### config.mk
export PLATFORM = sky130hd
export DESIGN_NAME = shrimp_regfile_arbiter_flat
export DESIGN_NICKNAME = d
export VERILOG_FILES = /design/src/rtl/shrimp_regfile_arbiter_if.sv /design/src/rtl/shrimp_regfile_arbiter.sv /design/src/flat_wrapper.sv
export SDC_FILE = /design/constraint.sdc
export NUM_CORES = 1
export LEC_CHECK = 0
export ABC_CLOCK_PERIOD_IN_PS = 1770
export CORE_ASPECT_RATIO = 1.25
export CORE_MARGIN = 5
export CORE_UTILIZATION = 41
export DETAILED_ROUTE_END_ITERATION = 12
export PLACE_DENSITY = 0.79
export SLEW_MARGIN = 15
export SYNTH_ARGS = -nofsm -noshare
export SYNTH_HDL_FRONTEND = slang
export SYNTH_SLANG_ARGS = --single-unit
### constraint.sdc
create_clock -name clock -period 1.77 [get_ports clock]
set_input_delay 0.4425 -clock clock [delete_from_list [all_inputs] [get_ports clock]]
set_output_delay 0.4425 -clock clock [all_outputs]
set_load 0.03 [all_outputs]
### src/rtl/shrimp_regfile_arbiter_if.sv
// Purpose: bundles the two write requesters, the reserve port, the regfile write port and the busy scoreboard.
// Latency: none (wires only); the arbiter registers the regfile write one cycle after the grant.
// Backpressure: x_req_ready is the per-requester grant; a losing requester holds its request until granted.
interface shrimp_regfile_arbiter_if;
  // Requester A (ALU writeback)
  logic        a_req_valid;
  logic [3:0]  a_req_addr;
  logic [7:0]  a_req_val;
  logic        a_req_ready;
  // Requester B (load unit)
  logic        b_req_valid;
  logic [3:0]  b_req_addr;
  logic [7:0]  b_req_val;
  logic        b_req_ready;
  // Destination reservation
  logic        rsv_valid;
  logic [3:0]  rsv_addr;
  // Registered write port towards shrimp_regfile
  logic [3:0]  reg_w_addr;
  logic [7:0]  reg_w_val;
  logic        reg_w_enable;
  // Outstanding-write scoreboard
  logic [15:0] busy;

  // Requester side: drives requests and reservations, observes grants and the write port.
  modport master (
    output a_req_valid, a_req_addr, a_req_val,
    output b_req_valid, b_req_addr, b_req_val,
    output rsv_valid, rsv_addr,
    input  a_req_ready, b_req_ready,
    input  reg_w_addr, reg_w_val, reg_w_enable, busy
  );

  // Arbiter side.
  modport slave (
    input  a_req_valid, a_req_addr, a_req_val,
    input  b_req_valid, b_req_addr, b_req_val,
    input  rsv_valid, rsv_addr,
    output a_req_ready, b_req_ready,
    output reg_w_addr, reg_w_val, reg_w_enable, busy
  );
endinterface

### src/rtl/shrimp_regfile_arbiter.sv
// Purpose: round-robin arbiter merging two regfile write requesters, plus a busy scoreboard for reserved registers.
// Latency: 1 cycle from grant edge to reg_w_enable/addr/val; throughput 1 write per cycle.
// Backpressure: ready is a combinational grant; the loser holds its request. Optional stall counter under SHRIMP_REGARB_STALL_CNT_EN.
module shrimp_regfile_arbiter (
  input  logic                     clock,
  input  logic                     reset_n,
  shrimp_regfile_arbiter_if.slave  bus
`ifdef SHRIMP_REGARB_STALL_CNT_EN
  ,
  output logic [7:0]               stall_count
`endif
);

  typedef struct packed {
    logic [3:0] addr;
    logic [7:0] val;
  } wr_t;

  // Round-robin pointer: 0 selects requester A on a tie, 1 selects B.
  localparam logic PTR_A = 1'b0;
  localparam logic PTR_B = 1'b1;

  logic        ptr_q, ptr_d;
  wr_t         wr_q, wr_d;
  logic        wen_q, wen_d;
  logic [15:0] busy_q, busy_d;
  logic        grant_a, grant_b;

  // Grant decision: lone requester always wins, tie goes to the pointer; nothing is granted while in reset.
  always_comb begin
    grant_a = 1'b0;
    grant_b = 1'b0;
    if (reset_n) begin
      if (bus.a_req_valid && bus.b_req_valid) begin
        grant_a = (ptr_q == PTR_A);
        grant_b = (ptr_q == PTR_B);
      end else begin
        grant_a = bus.a_req_valid;
        grant_b = bus.b_req_valid;
      end
    end
  end

  assign bus.a_req_ready = grant_a;
  assign bus.b_req_ready = grant_b;

  // Next-state: pointer moves to the non-winner, write port captures the winner and pulses enable for one cycle.
  always_comb begin
    ptr_d = ptr_q;
    wr_d  = wr_q;
    wen_d = 1'b0;
    if (grant_a) begin
      ptr_d = PTR_B;
      wr_d  = '{addr: bus.a_req_addr, val: bus.a_req_val};
      wen_d = 1'b1;
    end else if (grant_b) begin
      ptr_d = PTR_A;
      wr_d  = '{addr: bus.b_req_addr, val: bus.b_req_val};
      wen_d = 1'b1;
    end
  end

  // Scoreboard: the write leaving the port this cycle clears its bit; a same-edge reservation re-sets it.
  always_comb begin
    logic [15:0] set_mask;
    logic [15:0] clr_mask;
    set_mask = 16'h0000;
    clr_mask = 16'h0000;
    if (bus.rsv_valid) begin
      set_mask = 16'h0001 << bus.rsv_addr;
    end
    if (wen_q) begin
      clr_mask = 16'h0001 << wr_q.addr;
    end
    busy_d = (busy_q & ~clr_mask) | set_mask;
  end

  // State registers; async reset drops any captured write so no enable pulse follows release.
  always_ff @(posedge clock or negedge reset_n) begin
    if (!reset_n) begin
      ptr_q  <= PTR_A;
      wr_q   <= '0;
      wen_q  <= 1'b0;
      busy_q <= 16'h0000;
    end else begin
      ptr_q  <= ptr_d;
      wr_q   <= wr_d;
      wen_q  <= wen_d;
      busy_q <= busy_d;
    end
  end

  assign bus.reg_w_addr   = wr_q.addr;
  assign bus.reg_w_val    = wr_q.val;
  assign bus.reg_w_enable = wen_q;
  assign bus.busy         = busy_q;

`ifdef SHRIMP_REGARB_STALL_CNT_EN
  logic [7:0] stall_q, stall_d;
  logic       stall_event;

  // A stall is any valid requester that did not get the grant this cycle.
  assign stall_event = (bus.a_req_valid && !grant_a) || (bus.b_req_valid && !grant_b);

  // Saturating stall counter.
  always_comb begin
    stall_d = stall_q;
    if (stall_event && (stall_q != 8'hFF)) begin
      stall_d = stall_q + 8'd1;
    end
  end

  // Stall counter register.
  always_ff @(posedge clock or negedge reset_n) begin
    if (!reset_n) begin
      stall_q <= 8'h00;
    end else begin
      stall_q <= stall_d;
    end
  end

  assign stall_count = stall_q;
`endif

endmodule

### src/flat_wrapper.sv
// flat-port wrapper written by rule: the top's interface ports become plain ports
module shrimp_regfile_arbiter_flat 
  (clock, reset_n, bus_a_req_valid, bus_a_req_addr, bus_a_req_val, bus_b_req_valid, bus_b_req_addr, bus_b_req_val, bus_rsv_valid, bus_rsv_addr, bus_a_req_ready, bus_b_req_ready, bus_reg_w_addr, bus_reg_w_val, bus_reg_w_enable, bus_busy);
  shrimp_regfile_arbiter_if bus_i ();
  input  logic clock;
  input  logic reset_n;
  input wire logic [$bits(bus_i.a_req_valid)-1:0] bus_a_req_valid;
  input wire logic [$bits(bus_i.a_req_addr)-1:0] bus_a_req_addr;
  input wire logic [$bits(bus_i.a_req_val)-1:0] bus_a_req_val;
  input wire logic [$bits(bus_i.b_req_valid)-1:0] bus_b_req_valid;
  input wire logic [$bits(bus_i.b_req_addr)-1:0] bus_b_req_addr;
  input wire logic [$bits(bus_i.b_req_val)-1:0] bus_b_req_val;
  input wire logic [$bits(bus_i.rsv_valid)-1:0] bus_rsv_valid;
  input wire logic [$bits(bus_i.rsv_addr)-1:0] bus_rsv_addr;
  output wire logic [$bits(bus_i.a_req_ready)-1:0] bus_a_req_ready;
  output wire logic [$bits(bus_i.b_req_ready)-1:0] bus_b_req_ready;
  output wire logic [$bits(bus_i.reg_w_addr)-1:0] bus_reg_w_addr;
  output wire logic [$bits(bus_i.reg_w_val)-1:0] bus_reg_w_val;
  output wire logic [$bits(bus_i.reg_w_enable)-1:0] bus_reg_w_enable;
  output wire logic [$bits(bus_i.busy)-1:0] bus_busy;
  assign bus_i.a_req_valid = bus_a_req_valid;
  assign bus_i.a_req_addr = bus_a_req_addr;
  assign bus_i.a_req_val = bus_a_req_val;
  assign bus_i.b_req_valid = bus_b_req_valid;
  assign bus_i.b_req_addr = bus_b_req_addr;
  assign bus_i.b_req_val = bus_b_req_val;
  assign bus_i.rsv_valid = bus_rsv_valid;
  assign bus_i.rsv_addr = bus_rsv_addr;
  assign bus_a_req_ready = bus_i.a_req_ready;
  assign bus_b_req_ready = bus_i.b_req_ready;
  assign bus_reg_w_addr = bus_i.reg_w_addr;
  assign bus_reg_w_val = bus_i.reg_w_val;
  assign bus_reg_w_enable = bus_i.reg_w_enable;
  assign bus_busy = bus_i.busy;
  shrimp_regfile_arbiter u_core (.clock(clock), .reset_n(reset_n), .bus(bus_i));
endmodule
**Word-level counts from Yosys, hierarchy flattened**

Cells that the tools add are included.

- Flip-flop bits (word level): 30
- Input port bits: 33
- Output and inout bits: 31

- Shift-type cells: 2
- Mux-type cells: 12
- Bitwise operators: 4
- Reduce and logical (&&, ||, !) cells: 2

Operators with widths:

| cell | number |
|---|---|
| 16-bit two-way mux | 2 |
| 1-bit by 4-bit left shift with 16-bit output (first input constant) | 2 |
| 12-bit two-way mux | 2 |
| 16-bit bitwise AND | 1 |
| 16-bit inverter | 1 |
| 16-bit OR | 1 |
| 1-bit two-way mux | 8 |
| 2-bit nonzero test | 1 |
| 1-bit logical AND | 1 |
| 1-bit inverter | 1 |

**Logic depth before layout (Yosys ltp)**

- Depth after elaboration: 5
- Depth in mapped cells: 5
- Depth with buffers taken out: 3

**Worst setup path before layout**

Ideal clock, no wire load.

- Kind: input-to-output
- Start point: input port bus_b_req_valid
- End point: output port bus_a_req_ready
- Arrival time: 1.252 ns
- Slack: 0.076 ns
- Stages: 4
- Path buffers: 2
- Path through: and2_4 -> buf_6 -> clkbuf_1 -> nor2_1

- Longest elaborated chain between the ends: 3

Ends and longest elaborated chain:

| item | line | text |
|---|---|---|
| start: declaration | flat_wrapper.sv:10 | `input wire logic [$bits(bus_i.b_req_valid)-1:0] bus_b_req_valid;` |
| 1-bit logical AND | shrimp_regfile_arbiter.sv:34 | `if (bus.a_req_valid && bus.b_req_valid) begin` |
| 1-bit two-way mux | shrimp_regfile_arbiter.sv:34 |  |
| 1-bit two-way mux | shrimp_regfile_arbiter.sv:33 | `if (reset_n) begin` |
| end: declaration | flat_wrapper.sv:15 | `output wire logic [$bits(bus_i.a_req_ready)-1:0] bus_a_req_ready;` |

No other way between the ends.

**Worst setup path in the final report**

- Start point: register u_core.busy_q[12] (netlist: u_core.bus.busy[12])
- End point: output port bus_busy[12]

RTL lines:

| item | line | text |
|---|---|---|
| start: declaration | shrimp_regfile_arbiter.sv:26 | `logic [15:0] busy_q, busy_d;` |
| start signal: assignment | shrimp_regfile_arbiter.sv:89 | `busy_q <= busy_d;` |
| end: declaration | flat_wrapper.sv:20 | `output wire logic [$bits(bus_i.busy)-1:0] bus_busy;` |

No word-level cell between the ends.

==> summary.md <==
The via count of the routed design was 1436; the wire length reported by the detailed router was 4190 um. The clock passes through at most 2 buffers. The logs give 70.6% for the core occupancy in the finished layout and 3210 um for the placed wire-length estimate. The critical path required time is 1.33 ns. The tools report the cell total after placement as 250.

In this run the biggest area consumer among cell types represents 53.5% of the synthesized area. The slew at the pin with the worst max-slew slack works out to 0.331 ns. For the final cell count without fillers, the log shows 260.

The logs give 0.861 for the final RePlAce weighted congestion and 0 for the warning count from the yosys run. The library cells used most frequently in the layout, excluding fill and tap cells, are sky130_fd_sc_hd__o21ai_0 (41), sky130_fd_sc_hd__clkdlybuf4s50_1 (30), sky130_fd_sc_hd__dfrtp_1 (30). Entering global routing, the biggest net connects 24 pins.

The data arrival time of the critical path came out at 1.28 ns. The tools report the master cell of the clock root buffer as sky130_fd_sc_hd__clkbuf_8. The part of the power in the clock network is 19.1%, and the reported max-cap violation count is 0. CTS built an H-tree with a depth of 2. For the starting utilization of the core area, the log shows 43.1%.

The number of violations reported at the end of detailed-routing iteration 0 is 39. For the count of endpoints failing hold in the final timing report, the log shows 0. For the max-slew headroom at the worst pin, the log shows 77.9%. Setup violations remaining at the end of the flow were counted as 0.

The first global-routing pass estimated 7030 um of wire. The number of clock buffers added by TritonCTS is 5. The cell family contributing the most delay on the critical path is buffers and inverters.

Sequential cells burn 37.7% of the power. The slowest stage of the critical path is the sky130_fd_sc_hd__clkdlybuf4s50_1 cell. The overall die height came out at 75.4 um. The tools report the filler cell count in the final layout as 244. The tools report the final max-slew violation count as 0. The via density per instance is 5.52.

The final period utilization is 97.2%, and the count of buffering cells on the critical path with inverters included is 1. Derived from the worst setup path, the maximum achievable clock frequency is 581 MHz. Buffers placed on the I/O ports in this run total 63. The number of global-route vias before repair came out at 1501. By area the synthesized netlist is led by sky130_fd_sc_hd__dfrtp_1 (54%), sky130_fd_sc_hd__o21ai_0 (15%), sky130_fd_sc_hd__or3b_1 (6.2%). The average instance in the mapped netlist occupies 9.74 sq um.

The critical path is of the reg2out type. The cell accounting for the most synthesized area is sky130_fd_sc_hd__dfrtp_1. The floorplan has 23 rows. The worst-case hold slack came out at 0.357 ns. In the global route stage, overall resource usage came out at 18.9%.

Leakage power total: 1.04 nW. Dividing the detail-routed wire length by the instance count gives 16.1 um. The clock drives 30 sinks. The run gives 622 sq um as the combined area of the multi-input logic cells. Net switching is 38.1% of the power. Counting every instance in the synthesized netlist gives 144.

TritonCTS built the clock tree. On the worst path, the slowest cell contributes a delay of 0.67 ns. Class of the worst hold path: in2async.

The number of nets in the synthesized netlist is 177. The internal portion of the total power is 1.60 mW. The repair_antennas step left the layout with diodes totalling 0. The post-detailed-route count of antenna-violating nets was 0. The flow ran to the end, and the final reports show no timing, DRC or antenna violations. After layout, the design draws a total of 2.58 mW. Summed over all failing endpoints, the final setup total negative slack is 0 ns. Setup repair after global routing left no endpoint under its margin. 64 I/O pins were placed. The core region is 3250 sq um.

The tools report the initial antenna violation count as 0. The clock arrives with 0.00787 ns of skew. The floorplan step set the die width to 62.3 um. The ratio of cells with drive above 1 in the final layout is 15.2%, and the number of nets at the end of the flow is 256. Dividing total power by cell area gives a power density of 1120 nW/um^2. The clock slew at the register clock pins of the worst setup and hold paths was 0.06 ns. VDD sags by at most 0.00102 V.

Traced cell by cell, the critical path runs through clkdlybuf4s50_1. Post-synthesis cell type count: 22. In this run the worst path has a maximum fanout of 2. The number of flip-flops and latches in the synthesized netlist was 30. Number of design rule violations left after detail routing: 0. Element type at the critical path end: an output pin. The area growth from synthesis to layout is 63.7%. The library cell used most frequently in the layout, excluding fill and tap cells, is sky130_fd_sc_hd__o21ai_0.

Registers take 751 sq um. The tools report the startpoint kind of the worst setup timing path as a register. Before antenna repair, the detailed router went through 4 iterations. For this run the aggregate overflow at the end of global routing stands at 0. The clock reaches the later pin of the worst-skew pair after 0.28 ns.

The slack of the worst reg-to-reg path was 0.31 ns; the clock period minus worst slack was 1.72 ns. The cell area that synthesis handed to floorplanning was 1400 sq um. The total net switching power is 0.983 mW, and the total die area is 4700 sq um. The share of total power dissipated in combinational logic is 43.3%. For this run, the register share of the synthesized area comes to 53.5%.
final cells by class:
cell class                 instances  share of cell area, %
sequential                        30                   32.7
timing repair buffer              79                   34.6
multi-input combinational        105                   27.1
inverter                           2                  0.327
tap                               37                   2.02
clock buffer                       7                   3.32
what timing repair did:
| action | in CTS | in global routing |
|---|---|---|
| endpoints found under the setup margin | 9 | 23 |
| hold buffers | 0 | 0 |
| gates resized for setup | 13 | 23 |
| gates cloned | 1 | 0 |
| setup buffers | 2 | 0 |
| pin swaps | 2 | 0 |
cells by family after synthesis:
group,after synthesis,synth area share [%]
buffers and inverters,10,3.84
and+or+nand+nor,46,20.2
DFF,30,53.5
AOI/OAI and AO/OA,58,22.5
final timing paths:
check                                                      from                                  end  depth (start not counted)
setup / recovery                  u_core.bus.busy[12]$_DFF_PN0_                         bus_busy[12]                          1
hold / removal                                          reset_n  u_core.bus.reg_w_val[7]$_DFFE_PN0P_                          2
setup reg to reg           u_core.bus.reg_w_addr[2]$_DFFE_PN0P_         u_core.bus.busy[3]$_DFF_PN0_                          4
hold reg to reg                    u_core.bus.busy[4]$_DFF_PN0_         u_core.bus.busy[4]$_DFF_PN0_                          2
max in group asynchronous                               reset_n        u_core.bus.busy[14]$_DFF_PN0_                          2
min in group clock                 u_core.bus.busy[4]$_DFF_PN0_         u_core.bus.busy[4]$_DFF_PN0_                          2
power groups by stage:
stage	logic, mW	clock network, mW	registers (mW)
after CTS	1.14	0.509	0.980
after floorplan	0.226	0	1.34
after detailed placement	1.15	0	0.991
after global routing	1.19	0.538	0.998
after global placement	1.13	0	0.979
final	1.12	0.492	0.973
worst reg2reg max path, stage by stage (launching register included):
cell and delay [ns]:
sky130_fd_sc_hd__dfrtp_1 0.38, sky130_fd_sc_hd__buf_4 0.16, sky130_fd_sc_hd__or3b_2 0.51, sky130_fd_sc_hd__o21ai_0 0.17, sky130_fd_sc_hd__o21ai_0 0.12
through the flow:
step           setup slack, ns  cell area (sq um)
5_1_grt                 0.0142               2300
3_3_place_gp            -0.112               2130
2_1_floorplan           0.0758               1400
3_5_place_dp            -0.188               2130
4_1_cts               0.000133               2240
6_report                0.0487               2300
state kept, by name, indices dropped and copies added, names as in the netlist:
| register | cells |
|---|---|
| u_core.bus.busy | 16 |
| u_core.bus.reg_w_val | 8 |
| u_core.bus.reg_w_addr | 4 |
| u_core.bus.reg_w_enable | 1 |
| u_core.ptr_q | 1 |
Yosys cell counts:
| cell type | count |
|---|---|
| sky130_fd_sc_hd__or3_1 | 1 |
| sky130_fd_sc_hd__a21oi_1 | 1 |
| sky130_fd_sc_hd__or3b_1 | 10 |
| sky130_fd_sc_hd__nand3_1 | 2 |
| sky130_fd_sc_hd__o21ai_0 | 41 |
| sky130_fd_sc_hd__buf_6 | 2 |
| sky130_fd_sc_hd__nand2b_1 | 4 |
| sky130_fd_sc_hd__o31ai_1 | 1 |
| sky130_fd_sc_hd__o2bb2ai_1 | 1 |
| sky130_fd_sc_hd__o21a_1 | 1 |
| sky130_fd_sc_hd__or2_2 | 2 |
| sky130_fd_sc_hd__dfrtp_1 | 30 |
| sky130_fd_sc_hd__nor2_1 | 13 |
| sky130_fd_sc_hd__and2_4 | 1 |
| sky130_fd_sc_hd__nand2_1 | 5 |
| sky130_fd_sc_hd__o22ai_1 | 1 |
| sky130_fd_sc_hd__clkbuf_1 | 5 |
| sky130_fd_sc_hd__or3b_2 | 4 |
| sky130_fd_sc_hd__a31oi_1 | 12 |
| sky130_fd_sc_hd__inv_1 | 2 |
| sky130_fd_sc_hd__nand3b_1 | 4 |
| sky130_fd_sc_hd__buf_2 | 1 |
routing by layer:
metal  wire (um)  part of all wire, %  GRT usage, %  up-vias
met5           0                    0             0        -
li1            -                    -             -      683
met4          89                  2.1          7.78        0
met1        1630                   39          20.6      654
met2        2060                   49          33.4       88
met3         408                  9.7          7.37       11
Note: power is estimated with default switching activity, not from simulation.
